### src/rtl/xnor_sched_pkg.sv
// ---------------------------------------------------------------------------
// xnor_sched_pkg
//   Shared definitions for the serial XNOR compare arbiter:
//   - state_t : FSM state encoding (IDLE / SHIFT / REPORT)
//   - id_width: width of a requester index for a given requester count
// ---------------------------------------------------------------------------
package xnor_sched_pkg;

   typedef enum logic [1:0] {
      S_IDLE   = 2'd0,
      S_SHIFT  = 2'd1,
      S_REPORT = 2'd2
   } state_t;

   // A single requester still needs a 1-bit index so that port widths stay legal.
   function automatic int id_width(input int n);
      return (n > 1) ? $clog2(n) : 1;
   endfunction

endpackage

### src/rtl/rr_arbiter_pick.sv
// ---------------------------------------------------------------------------
// rr_arbiter_pick
//   Combinational round-robin pick. It scans req starting at index ptr and
//   wraps modulo NREQ. It returns the first set requester.
//   Ports:
//     req    : request vector
//     ptr    : highest-priority index for this scan
//     any    : at least one request is set
//     winner : index of the selected requester (0 when any=0)
// ---------------------------------------------------------------------------
module rr_arbiter_pick #(
   parameter int NREQ = 4,
   parameter int ID_W = 2
) (
   input  logic [NREQ-1:0] req,
   input  logic [ID_W-1:0] ptr,
   output logic            any,
   output logic [ID_W-1:0] winner
);

   // One extra bit so that ptr + offset cannot overflow before the wrap.
   logic [ID_W:0] idx_sum;

   always_comb begin
      // NOTE: every signal written here gets a default first so no latch is inferred.
      any     = 1'b0;
      winner  = '0;
      idx_sum = '0;
      // Scan from the farthest offset down to offset 0. The last hit is kept,
      // so the requester closest to ptr wins.
      for (int j = NREQ - 1; j >= 0; j--) begin
         idx_sum = {1'b0, ptr} + (ID_W + 1)'(j);
         if (idx_sum >= (ID_W + 1)'(NREQ)) begin
            idx_sum = idx_sum - (ID_W + 1)'(NREQ);
         end
         if (req[idx_sum[ID_W-1:0]]) begin
            any    = 1'b1;
            winner = idx_sum[ID_W-1:0];
         end
      end
   end

endmodule

### src/rtl/xnor_gatelevel_gate.sv
// ---------------------------------------------------------------------------
// xnor_gatelevel_gate
//   Single gate-level XNOR cell. It is the one compare resource shared by all
//   requesters of xnor_serial_arbiter.
//   Ports:
//     a, b : input bits
//     y    : a XNOR b
// ---------------------------------------------------------------------------
module xnor_gatelevel_gate (
   input  logic a,
   input  logic b,
   output logic y
);

   xnor u_xnor (y, a, b);

endmodule

### src/rtl/xnor_serial_arbiter.sv
// ---------------------------------------------------------------------------
// xnor_serial_arbiter
//   Shares one gate-level XNOR cell between NREQ requesters. Each requester
//   asks for an equality compare of two WIDTH-bit words. A round-robin winner
//   has its operands captured. The operands then stream LSB-first through the
//   XNOR, and the bit results are ANDed together. The result is reported with
//   a one-cycle done pulse. Every compare takes exactly WIDTH shift cycles.
//   Ports:
//     clk     : rising-edge clock
//     rst_n   : asynchronous active-low reset
//     req     : req[i]=1 requests a compare for requester i
//     a_bus   : operand A, requester i at [i*WIDTH +: WIDTH]
//     b_bus   : operand B, same slicing
//     gnt     : one-hot grant, high while requester i is serviced
//     busy    : high in SHIFT and REPORT
//     done    : one-cycle pulse; eq / done_id valid
//     done_id : index of the finished requester
//     eq      : 1 when A == B for the finished requester
// ---------------------------------------------------------------------------
module xnor_serial_arbiter
   import xnor_sched_pkg::*;
#(
   parameter int NREQ  = 4,
   parameter int WIDTH = 8
) (
   input  logic                          clk,
   input  logic                          rst_n,
   input  logic [NREQ-1:0]               req,
   input  logic [NREQ*WIDTH-1:0]         a_bus,
   input  logic [NREQ*WIDTH-1:0]         b_bus,
   output logic [NREQ-1:0]               gnt,
   output logic                          busy,
   output logic                          done,
   output logic [id_width(NREQ)-1:0]     done_id,
   output logic                          eq
);

   localparam int ID_W  = id_width(NREQ);
   localparam int CNT_W = $clog2(WIDTH + 1);

   state_t            state;
   logic [ID_W-1:0]   ptr;
   logic [ID_W-1:0]   cur_id;
   logic [WIDTH-1:0]  a_sr;
   logic [WIDTH-1:0]  b_sr;
   logic [CNT_W-1:0]  cnt;
   logic              acc;

   logic              pick_any;
   logic [ID_W-1:0]   pick_id;
   logic [NREQ-1:0]   pick_onehot;
   logic              bit_eq;

   // Per-requester operand views, so the winner's words can be selected by index.
   logic [WIDTH-1:0]  a_arr [NREQ];
   logic [WIDTH-1:0]  b_arr [NREQ];

   for (genvar i = 0; i < NREQ; i++) begin : g_slice
      assign a_arr[i] = a_bus[i*WIDTH +: WIDTH];
      assign b_arr[i] = b_bus[i*WIDTH +: WIDTH];
   end

   rr_arbiter_pick #(
      .NREQ (NREQ),
      .ID_W (ID_W)
   ) u_pick (
      .req    (req),
      .ptr    (ptr),
      .any    (pick_any),
      .winner (pick_id)
   );

   assign pick_onehot = NREQ'(1) << pick_id;

   // The single shared compare cell sees only the current LSBs.
   xnor_gatelevel_gate u_xnor_cell (
      .a (a_sr[0]),
      .b (b_sr[0]),
      .y (bit_eq)
   );

   always_ff @(posedge clk or negedge rst_n) begin
      if (!rst_n) begin
         state   <= S_IDLE;
         ptr     <= '0;
         cur_id  <= '0;
         a_sr    <= '0;
         b_sr    <= '0;
         cnt     <= '0;
         acc     <= 1'b0;
         gnt     <= '0;
         busy    <= 1'b0;
         done    <= 1'b0;
         done_id <= '0;
         eq      <= 1'b0;
      end else begin
         // NOTE: state registers use non-blocking assignments. All reads in this
         // block therefore see values from before the edge.
         case (state)
            S_IDLE: begin
               if (pick_any) begin
                  a_sr   <= a_arr[pick_id];
                  b_sr   <= b_arr[pick_id];
                  acc    <= 1'b1;
                  cnt    <= '0;
                  gnt    <= pick_onehot;
                  busy   <= 1'b1;
                  cur_id <= pick_id;
                  state  <= S_SHIFT;
               end
            end

            S_SHIFT: begin
               acc  <= acc & bit_eq;
               a_sr <= a_sr >> 1;
               b_sr <= b_sr >> 1;
               if (cnt == CNT_W'(WIDTH - 1)) begin
                  // The last bit is folded in directly. This keeps the
                  // latency at exactly WIDTH cycles.
                  eq      <= acc & bit_eq;
                  done    <= 1'b1;
                  done_id <= cur_id;
                  state   <= S_REPORT;
               end else begin
                  cnt <= cnt + 1'b1;
               end
            end

            S_REPORT: begin
               done  <= 1'b0;
               gnt   <= '0;
               busy  <= 1'b0;
               // The requester just served becomes lowest priority.
               ptr   <= (cur_id == ID_W'(NREQ - 1)) ? '0 : cur_id + 1'b1;
               state <= S_IDLE;
            end

            default: begin
               state <= S_IDLE;
            end
         endcase
      end
   end

endmodule

### config.mk
export PLATFORM = sky130hd
export DESIGN_NAME = xnor_serial_arbiter
export DESIGN_NICKNAME = d
export VERILOG_FILES = /design/src/rtl/xnor_sched_pkg.sv /design/src/rtl/rr_arbiter_pick.sv /design/src/rtl/xnor_gatelevel_gate.sv /design/src/rtl/xnor_serial_arbiter.sv
export SDC_FILE = /design/constraint.sdc
export NUM_CORES = 1
export LEC_CHECK = 0
export CAP_MARGIN = 20
export CORE_MARGIN = 3
export CORE_UTILIZATION = 33
export DETAILED_ROUTE_END_ITERATION = 7
export GPL_ROUTABILITY_DRIVEN = 0
export HOLD_SLACK_MARGIN = 0.06
export PLACE_DENSITY = 0.62
export SLEW_MARGIN = 20
export SYNTH_ARGS = -nofsm -noshare
export SYNTH_HDL_FRONTEND = slang
export SYNTH_SLANG_ARGS = --single-unit
### constraint.sdc
create_clock -name clk -period 4.9 [get_ports clk]
set_clock_uncertainty 0.2 [all_clocks]
set_input_delay 0.735 -clock clk [delete_from_list [all_inputs] [get_ports clk]]
set_output_delay 0.735 -clock clk [all_outputs]
set_load 0.005 [all_outputs]
==> impl_metrics.ini, run 1 <==
[outcome]
status = finished clean

[drt]
drc = 0
num_vias = 1867
routed_wirelength_um = 5230
viasPerCell = 5.20
drt-initial-drc-count = 114
dr.pass1.iters = 4
wire_per_inst_um = 14.6
antenna_left = 0

[sta]
whs_ns = 0.291
period_minus_slack_ns = 2.93
relSlewSlack = 0.300
period_share = 0.597
slew_violations = 0
rsz0062_at_grt = false
setup_viol = 0
final_hold_viol_count = 0
setup-tns-final_ns = 0
clock.fmax_mhz = 342
tightest_slew_ns = 1.04

[critical_path]
required_ns = 4.86
worstPathMaxFanout = 22
cp-end-kind = flip-flop
critPathKind = input port to flip-flop
regToRegSetupSlack_ns = 2.43
arrival_ns = 2.89
worstSetupStartpointType = input port
reg2regPathDepth = 6

[die]
die_w_um = 85.7
io_pins = 79
die_area_sq_um = 7340
rows = 28
initial_utilization = 0.348
core_sq_um = 6030
die_y_um = 85.7

[synth]
synth.distinct_cells = 36
ys_seq_area_frac = 0.430
yosysWarnings = 0
synth_top_area_frac = 0.430
ys_seq_elements = 36
netlist_area_sq_um = 2090
yosysMostFrequentCell = dfrtp_1
yosys.area.top_type = dfrtp_1
syn_inst = 209
syn_nets = 281
synthTopCellsByArea = dfrtp_1 (43%), mux2_2 (18%), o21ai_0 (8.4%)
synth_edf_count = 0
synth_ff_type = dfrtp_1
synth_area_per_cell_sq_um = 10.0
synth_common_cells = dfrtp_1 (36), o21ai_0 (35), mux2_2 (33), nor2_1 (18), a22oi_1 (14)
async_flop_share = 1.00

[grt]
grt_pass1_wl_um = 8670
grt_use_total = 0.148
overflow = 0
first_global_vias = 1847
grt_max_degree = 37
antenna_found_initial = 0

[cells_and_area]
final.fill_count = 585
stdcell_area_sq_um = 3040
n_antenna_cell = 0
fin_cells = 359
nets = 355
drive_above_1_share = 0.169
area.growth.synth_to_final_pct = 45.3
final_core_utilization = 0.505

[place]
dpl_cell_area_sq_um = 2950
hpwl_um = 3790
dp.cells = 351
io_buffers = 78

[cts]
root_buffer = clkbuf_8
post_cts_buffers = 0
postCtsHoldBufs = 0
clock_path_buffers = 2
clkLatencyLatePin_ns = 0.29
cts_resized = 0
cts_tree = built
cts_sinks = 36
cts.htree.levels = 2
clkTransAtPathRegs_ns = 0.07
cts_made_buffers = 5

[run]
cap_violations = 0

[pwr]
p_per_area_nw_per_um2 = 425
p_leak_nw = 1.22
ir_worst_vdd_mv = 0.218

[worst_hold_path]
hold_depth = 2
hold_path_class = flip-flop to flip-flop
## state kept, by name (all words and copies together), names as in the netlist
| register | cells |
|---|---|
| state | 2 |
| busy | 1 |
| cur_id | 2 |
| ptr | 2 |
| b_sr | 8 |
| eq | 1 |
| cnt | 4 |
| a_sr | 8 |
| done_id | 2 |
| gnt | 4 |
| done | 1 |
| acc | 1 |
## worst max-delay path: stages
cell and delay [ns]:
clkdlybuf4s50_1 0.50, mux2_4 0.32, o221ai_4 0.50, buf_16 0.24
mux2_2 0.35, o21ai_0 0.14, o21ai_0 0.10
## per-stage QoR
step / setup WS [ns] / total power, W
6_report: 1.97 / 0.00129
5_1_grt: 1.75 / 0.00140
4_1_cts: 1.95 / 0.00131
3_5_place_dp: 1.63 / 0.00109
3_3_place_gp: 1.42 / 0.00107
2_1_floorplan: 2.50 / 0.000863
## layout make-up
class	count	area (sq um)	area share
Clock buffer	8	90.1	0.0296
Multi-Input combinational cell	156	1130	0.371
Tap cell	75	93.8	0.0308
Inverter	3	11.3	0.00370
Timing Repair Buffer	81	818	0.269
Sequential cell	36	901	0.296
## kinds of logic (layout without fill, tap and decap cells)
kind of cell,count (synthesis),count (layout),share of synthesized area
AOI/OAI and AO/OA,70,70,0.220
and+or+nand+nor,46,46,0.101
muxes,36,36,0.194
DFF,36,36,0.430
buffers and inverters,17,92,0.0346
adders and majority gates,2,2,0.0119
xor gates and xnor gates,2,2,0.00836
## cell usage in the layout, fill, tap and decap left out, types with 2 or more instances in the layout
cell,synthesis,final
nor2_1,18,18
or3_1,2,2
a22oi_1,14,14
clkbuf_1,11,2
dfrtp_1,36,36
mux2_2,33,33
a21oi_1,5,5
nand2_1,10,10
a32o_1,2,2
ha_1,2,2
o21ai_0,35,35
a2111o_1,2,2
mux2i_1,2,2
inv_1,3,3
o31ai_1,3,3
nor3_1,3,2
clkbuf_8,0,6
clkdlybuf4s50_1,0,77
nand3_1,6,6
buf_4,2,2
a21o_1,2,2
## routing by layer
metal / vias up / GRT usage / wire [um]
li1: 922 / - / -
met1: 879 / 0.197 / 2320
met2: 59 / 0.238 / 2490
met3: 7 / 0.0346 / 350
met4: 0 / 0.0475 / 72
met5: - / 0 / 0
## path summary, 6_finish.rpt
path,from,endpoint
setup / recovery,req[1],b_sr[1]$_DFFE_PN0P_
hold / removal,gnt[3]$_DFFE_PN0P_,gnt[3]$_DFFE_PN0P_
setup reg to reg,ptr[1]$_DFFE_PN0P_,b_sr[1]$_DFFE_PN0P_
hold reg to reg,gnt[3]$_DFFE_PN0P_,gnt[3]$_DFFE_PN0P_
max in group asynchronous,rst_n,cur_id[0]$_DFFE_PN0P_
min in group asynchronous,rst_n,b_sr[3]$_DFFE_PN0P_
## power by group
part           switching [W]  internal [W]  total (W)
logic               0.000259      0.000310   0.000569
clock network       0.000101      0.000115   0.000216
registers          0.0000877      0.000421   0.000509
No activity file was read; power rests on OpenSTA's default activity.
==> run 2: changes to the inputs <==
Settings changed: PLACE_DENSITY 0.62 to 0.64.
Clock period 4.9 ns to 2.6 ns, I/O delays scaled along.
==> run 2 against run 1 <==
Against the previous run:
- register-to-register slack worse by 2.1 ns
- total power is 100% higher
- combinational power is 99% higher
- critical endpoint is now b_sr[6]$_DFFE_PN0P_
- highest routed layer unchanged
==> impl_metrics.ini, run 2 (synthesis results as in run 1) <==
[outcome]
status = finished clean

[grt]
grt_use_total = 0.153
antenna_found_initial = 0
first_global_vias = 1918
grt_pass1_wl_um = 8990
grt_max_degree = 37
overflow = 0

[cts]
clkTransAtPathRegs_ns = 0.08
cts_sinks = 36
clock_path_buffers = 2
cts.htree.levels = 2
post_cts_buffers = 0
root_buffer = clkbuf_8
clkLatencyLatePin_ns = 0.29
cts_made_buffers = 5
cts_tree = built

[die]
io_pins = 79
core_sq_um = 6030
initial_utilization = 0.348
rows = 28
die_area_sq_um = 7340
die_y_um = 85.7
die_w_um = 85.7

[critical_path]
critPathKind = input port to flip-flop
path_common_cell = o21ai_0
worstPathMaxFanout = 18
required_ns = 2.56
arrival_ns = 2.30
slowest_delay_ns = 0.46
worstSetupStartpointType = input port
critPathSlowestCell = clkdlybuf4s50_1
cp-end-kind = flip-flop
path_cells = clkdlybuf4s50_1, mux2_4, o221ai_4, buf_12, mux2_2, o21ai_0, o21ai_0

[pwr]
swShare = 0.337
p_leak_nw = 1.29
finalPower_w = 0.00258
power.net_switching_w = 0.000871
comb_power_share = 0.437
p_per_area_nw_per_um2 = 818
p_seq_frac = 0.374
p_clk_frac = 0.189
ir_worst_vdd_mv = 0.361
internal_power_w = 0.00171

[drt]
drc = 0
antenna_left = 0
viasPerCell = 5.19
dr.pass1.iters = 4
routed_wirelength_um = 5310
num_vias = 1924
drt-initial-drc-count = 112
wire_per_inst_um = 14.3

[place]
hpwl_um = 4040
dp.cells = 362
io_buffers = 78

[cells_and_area]
n_antenna_cell = 0
multiInputGateArea_sq_um = 1130
nets = 367
fin_cells = 371
largestRegisters = a_sr x8, b_sr x8
final_core_utilization = 0.525
area.growth.synth_to_final_pct = 51.0
final_common_cell = clkdlybuf4s50_1
drive_above_1_share = 0.199
final.fill_count = 587
final_cell_mix = clkdlybuf4s50_1 (77), dfrtp_1 (36), o21ai_0 (35)
seqCellArea_sq_um = 901

[worst_hold_path]
hold_path_class = flip-flop to flip-flop

[sta]
relSlewSlack = 0.470
final_hold_viol_count = 0
clock.fmax_mhz = 428
tightest_slew_ns = 0.795
period_share = 0.898
setup_viol = 0
slew_violations = 0
rsz0062_at_grt = false
period_minus_slack_ns = 2.33

[run]
cap_violations = 0
[run 2: worst paths after layout]
path	start	end	slack [ns]	cells after the start
max	req[1]	b_sr[6]$_DFFE_PN0P_	0.27	7
min	busy$_DFFE_PN0P_	busy$_DFFE_PN0P_	0.29	1
max reg2reg	ptr[1]$_DFFE_PN0P_	b_sr[6]$_DFFE_PN0P_	0.34	6
min reg2reg	busy$_DFFE_PN0P_	busy$_DFFE_PN0P_	0.29	1
max in group asynchronous	rst_n	a_sr[4]$_DFFE_PN0P_	1.18	2
min in group asynchronous	rst_n	b_sr[3]$_DFFE_PN0P_	0.52	2
[run 2: metrics by stage]
stage / hold slack (ns) / instance area (sq um) / setup slack, ns / TNS [ns]
after floorplan: -0.106 / 2090 / 0.475 / 0
after global placement: 0.269 / 3040 / -0.0213 / -0.0903
after detailed placement: 0.275 / 3040 / -0.0905 / -0.883
after CTS: 0.293 / 3160 / 0.227 / 0
after global routing: 0.315 / 3160 / 0.140 / 0
final: 0.292 / 3160 / 0.266 / 0
[run 2: critical path, delay by kind of cell]
kind | cells | cell delay (ns)
compound gates | 3 | 0.59
mux | 2 | 0.64
buf+inv | 2 | 0.67
[run 2: metal layers]
metal | share of wire | wire length (um) | up-vias | track usage
li1 | - | - | 946 | -
met1 | 0.45 | 2410 | 919 | 0.203
met2 | 0.47 | 2510 | 55 | 0.249
met3 | 0.068 | 361 | 4 | 0.0423
met4 | 0.0055 | 29 | 0 | 0.0302
met5 | 0 | 0 | - | 0
[run 2: area by class of cell]
class                           count  share of cell area
Multi-Input combinational cell    156               0.358
Timing Repair Buffer               93               0.290
Sequential cell                    36               0.285
Tap cell                           75              0.0297
Clock buffer                        6              0.0230
Clock inverter                      2              0.0111
Inverter                            3             0.00356
[run 2: repair_timing]
item                                    in CTS  in global routing
endpoints found under the setup margin       0                  6
hold endpoints to repair                    36                  0
resized for setup                            0                  1
hold buffers                                 1                  0
[run 2: power groups by stage]
stage / combinational (W) / clock [W] / sequential, W
3_5_place_dp: 0.00114 / 0 / 0.000971
4_1_cts: 0.00115 / 0.000491 / 0.000962
5_1_grt: 0.00128 / 0.000523 / 0.00100
6_report: 0.00113 / 0.000488 / 0.000966
3_3_place_gp: 0.00113 / 0 / 0.000968
2_1_floorplan: 0.000706 / 0 / 0.000919
